==> src/rtl/pc_fetch_unit.sv <==
// Fetch front end: owns the PC, one outstanding imem request, 2-entry IF queue, redirect/flush.
// Response lands in the queue on the transfer edge; stall only blocks pops, so a full queue holds off new requests.
module pc_fetch_unit #(
    parameter int unsigned       PC_W     = 16,
    parameter int unsigned       INSTR_W  = 16,
    parameter logic [PC_W-1:0]   RESET_PC = 16'h0000,
    parameter int unsigned       PC_STEP  = 2
) (
    input  logic               clk,
    input  logic               rst,
    input  logic               pc_src,
    input  logic [PC_W-1:0]    branch_target,
    input  logic               stall,
    output logic               imem_req,
    output logic [PC_W-1:0]    imem_addr,
    input  logic               imem_ready,
    input  logic [INSTR_W-1:0] imem_rdata,
    output logic               if_valid,
    output logic [PC_W-1:0]    if_pc,
    output logic [INSTR_W-1:0] if_instr,
    output logic               flush,
    output logic [15:0]        redirect_count
);

    typedef enum logic [1:0] {
        ST_BOOT    = 2'd0,
        ST_RUN     = 2'd1,
        ST_DISCARD = 2'd2
    } state_t;

    localparam logic [PC_W-1:0] STEP = PC_W'(PC_STEP);

    state_t             state_q, state_d;
    logic [PC_W-1:0]    pc_q, pc_d;
    logic [PC_W-1:0]    addr_q, addr_d;
    logic               req_q, req_d;
    logic               flush_q, flush_d;
    logic [15:0]        rcnt_q, rcnt_d;
    logic [1:0]         cnt_q, cnt_d;
    logic [PC_W-1:0]    pc0_q, pc0_d, pc1_q, pc1_d;
    logic [INSTR_W-1:0] ins0_q, ins0_d, ins1_q, ins1_d;
    logic               xfer, push, pop;

    always_comb begin
        xfer    = req_q & imem_ready;
        pop     = (cnt_q != 2'd0) & ~stall;
        push    = xfer & (state_q == ST_RUN) & ~pc_src;

        state_d = state_q;
        pc_d    = pc_q;
        addr_d  = addr_q;
        req_d   = req_q;
        flush_d = 1'b0;
        rcnt_d  = rcnt_q;
        cnt_d   = cnt_q;
        pc0_d   = pc0_q;
        pc1_d   = pc1_q;
        ins0_d  = ins0_q;
        ins1_d  = ins1_q;

        if (pc_src) begin
            pc_d    = branch_target;
            flush_d = 1'b1;
            cnt_d   = 2'd0;
            if (rcnt_q != 16'hFFFF) begin
                rcnt_d = rcnt_q + 16'd1;
            end
        end else begin
            if (push) begin
                pc_d = pc_q + STEP;
            end
            case ({push, pop})
                2'b10: begin
                    if (cnt_q == 2'd0) begin
                        pc0_d  = pc_q;
                        ins0_d = imem_rdata;
                    end else begin
                        pc1_d  = pc_q;
                        ins1_d = imem_rdata;
                    end
                    cnt_d = cnt_q + 2'd1;
                end
                2'b01: begin
                    pc0_d  = pc1_q;
                    ins0_d = ins1_q;
                    cnt_d  = cnt_q - 2'd1;
                end
                2'b11: begin
                    if (cnt_q == 2'd2) begin
                        pc0_d  = pc1_q;
                        ins0_d = ins1_q;
                        pc1_d  = pc_q;
                        ins1_d = imem_rdata;
                    end else begin
                        pc0_d  = pc_q;
                        ins0_d = imem_rdata;
                    end
                end
                default: ;
            endcase
        end

        case (state_q)
            ST_BOOT:    state_d = ST_RUN;
            ST_RUN:     if (pc_src && req_q && !imem_ready) state_d = ST_DISCARD;
            ST_DISCARD: if (imem_ready) state_d = ST_RUN;
            default:    state_d = ST_BOOT;
        endcase

        // A request is never withdrawn; a new one is decided from next-cycle occupancy so its response always has a slot.
        if (req_q) begin
            req_d = ~imem_ready;
        end else begin
            req_d  = (state_q != ST_DISCARD) && (cnt_d != 2'd2);
            addr_d = pc_d;
        end
    end

    always_ff @(posedge clk) begin
        if (rst) begin
            state_q <= ST_BOOT;
            pc_q    <= RESET_PC;
            addr_q  <= RESET_PC;
            req_q   <= 1'b0;
            flush_q <= 1'b0;
            rcnt_q  <= 16'd0;
            cnt_q   <= 2'd0;
            pc0_q   <= '0;
            pc1_q   <= '0;
            ins0_q  <= '0;
            ins1_q  <= '0;
        end else begin
            state_q <= state_d;
            pc_q    <= pc_d;
            addr_q  <= addr_d;
            req_q   <= req_d;
            flush_q <= flush_d;
            rcnt_q  <= rcnt_d;
            cnt_q   <= cnt_d;
            pc0_q   <= pc0_d;
            pc1_q   <= pc1_d;
            ins0_q  <= ins0_d;
            ins1_q  <= ins1_d;
        end
    end

    assign imem_req       = req_q;
    assign imem_addr      = addr_q;
    assign if_valid       = (cnt_q != 2'd0);
    assign if_pc          = pc0_q;
    assign if_instr       = ins0_q;
    assign flush          = flush_q;
    assign redirect_count = rcnt_q;

endmodule

==> config.mk <==
export PLATFORM = sky130hd
export DESIGN_NAME = pc_fetch_unit
export DESIGN_NICKNAME = d
export VERILOG_FILES = /design/src/rtl/pc_fetch_unit.sv
export SDC_FILE = /design/constraint.sdc
export NUM_CORES = 1
export LEC_CHECK = 0
export CAP_MARGIN = 20
export CORE_MARGIN = 3
export CORE_UTILIZATION = 51
export DETAILED_ROUTE_END_ITERATION = 8
export GPL_TIMING_DRIVEN = 0
export HOLD_SLACK_MARGIN = 0.1
export PLACE_DENSITY = 0.84
export SYNTH_ARGS = -nofsm -noshare
export SYNTH_HDL_FRONTEND = slang
export SYNTH_SLANG_ARGS = --single-unit
==> constraint.sdc <==
create_clock -name clk -period 3.5 [get_ports clk]
set_input_delay 0.7 -clock clk [delete_from_list [all_inputs] [get_ports clk]]
set_output_delay 0.7 -clock clk [all_outputs]
set_load 0.02 [all_outputs]
==> impl_metrics.ini <==
[finish]
post-route-util = 0.717
final_layout_size_suffix_gt1_frac = 0.0719
antenna_cells = 0
num-nets-final = 754
final_cells = 852
layout_commonest_cell = dfxtp_1
final_cell_mix = dfxtp_1, clkdlybuf4s50_1, nand2_1
area_growth_pct = 33.8

[cts]
post-cts-setup-buffers = 0
htreeDepth = 4
ctsLongestPathBuffers = 2
cts.clk_slew.worst_paths_ns = 0.06
cts.sinks = 118
cts_inserted_buffers = 17
cts_tree = built
clock_latency_ns = 0.52
hold_buffers = 0
cts-root-buf = clkbuf_8
post_cts_resized = 0

[floorplan]
dieArea_um2 = 11200
fp.coreArea_um2 = 9460
die_w_um = 106
start_util = 0.536
row_count = 35
io_pins = 104
die_h_um = 106

[timing]
report.final.slew_viol_count = 0
rsz0062_at_grt = false
timing.final.crit_share = 0.909
final-setup-viol-count = 0
hold_viol_final = 0
fin_crit_ns = 3.18
max_slew.worst_pin.slew_ns = 0.644
relSlewSlack = 0.571
fin_skew_ns = 0.00966
max_freq_mhz = 314

[setup_path]
worstPathArrival_ns = 3.60
crit_slowest_cell = a211oi_1
crit_path_cell_trace = buf_2 -> buf_1 -> clkbuf_1 -> nor2_1 -> ha_1 -> a211oi_1 -> clkbuf_1 -> nand2_1 -> a21oi_1
critPathMostFrequentCell = clkbuf_1
timing.critical_path.fanout_max = 10
slowest_delay_ns = 0.58
cp-end-kind = flip-flop
critical_path_class = in2reg
cp-start-kind = input pin
cp.required_ns = 3.92

[global_route]
track_usage = 0.255
grt_pass1_wl_um = 23200
antenna_found_initial = 0
grt_pass1_vias = 4913
gr-total-overflow = 0
grt_max_degree = 17

[route]
vias = 4897
drt_iter0_drc = 267
postRouteWirelength_um = 14100
drcViolationCount = 0
detail-route-antenna-nets = 0
wl_per_cell_um = 16.5
viasPerCell = 5.75
drtPass1Iterations = 7

[synthesis]
yosysSeqAreaShare = 0.466
yosys_warnings = 0
synth_area_leaders = dfxtp_1, nand2_1, nor2_1, a211oi_1, a22oi_1
ys_ff_latch = 118
synth_top_flop_cell = dfxtp_1
syn_area_per_cell_um2 = 8.56
synth_top_cell_by_area = dfxtp_1
synth_edf_count = 0
synth_cell_types = 54
yosysTopAreaCellShare = 0.466
async_reset_ff_frac = 0
synth.cell_area_um2 = 5070
synthCells = 592
syn-num-nets = 634

[hold_path]
hp-class = reg2reg

[placement]
gp_congestion = 0.885
portBuffers = 101
post-dp-hpwl_um = 9830
dp_cells = 822

[power_and_ir_drop]
power_density_nw_per_um2 = 501
power.total_mw = 3.40
leakagePower_nw = 2.41
ir_worst_vdd_mv = 0.362

[job]
maxCapViolations = 0

[run_status]
status = complete, no violations
-- report_power, final --
group          internal (mW)  switching (mW)  total [mW]
logic                  0.156           0.186       0.342
clock network           1.02           0.599        1.62
registers               1.39          0.0446        1.44
total                   2.57           0.830        3.40
-- worst max-delay path: cells and delay by family --
family | cells | cell delay (ns)
AO/OA/AOI/OAI | 2 | 0.78
adder cells (fa/ha/maj) | 1 | 0.28
buffers and inverters | 4 | 1.55
AND/OR/NAND/NOR | 2 | 0.28
-- Yosys cell counts (all sizes together), types with 6 or more instances --
master	instances
a211oi	36
a21oi	40
a22oi	32
buf	16
clkbuf	31
dfxtp	118
inv	9
mux2i	10
nand2	89
nand3	9
nand4	7
nor2	78
nor3	18
nor4	7
o21ai	9
o22ai	6
xor2	21
-- state kept, by name, summed over array words and instances (netlist names) --
register / count
imem_req: 1
imem_addr: 16
if_pc: 16
ins1_q: 16
state_q: 2
pc_q: 16
redirect_count: 16
if_instr: 16
flush: 1
cnt_q: 2
pc1_q: 16
-- kinds of logic after synthesis --
kind of cell / after synthesis / synth area share
flops: 118 / 0.466
simple gates: 231 / 0.213
mux: 10 / 0.0197
buf+inv: 57 / 0.0486
xor+xnor: 26 / 0.0449
fa+ha+maj: 5 / 0.0123
compound gates: 145 / 0.195
-- metal layers --
metal,vias up,global-route usage,wire (um)
met5,-,0,0
met3,40,0.0692,972
li1,2335,-,-
met2,213,0.427,6740
met4,0,0.114,308
met1,2309,0.305,6050
-- path summary, 6_finish.rpt --
path              cells after the start  startpoint  slack, ns  endpoint
setup / recovery                      9      pc_src       0.32  pc1_q[4]
hold / removal                        2    pc1_q[6]       0.45  pc1_q[6]
setup reg to reg                      9    imem_req       0.60  pc1_q[4]
hold reg to reg                       2    pc1_q[6]       0.45  pc1_q[6]
-- final cells by class --
cell class	instances	area, um^2
Fill cell	697	2680
Clock inverter	9	104
Multi-Input combinational cell	417	2460
Timing Repair Buffer	101	1010
Inverter	10	37.5
Tap cell	129	161
Buffer	47	209
Sequential cell	118	2360
Clock buffer	21	439
-- through the flow --
step | cell area [um^2] | setup slack (ns) | hold slack, ns | TNS (ns)
6_report | 6780 | 0.319 | 0.452 | 0
4_1_cts | 6780 | 0.419 | 0.454 | 0
5_1_grt | 6780 | 0.182 | 0.470 | 0
3_3_place_gp | 6240 | -0.00745 | 0.441 | -0.00745
3_5_place_dp | 6240 | -0.0714 | 0.446 | -0.281
2_1_floorplan | 5070 | 0.675 | 0.436 | 0
Power figures use the tool's default switching activity.
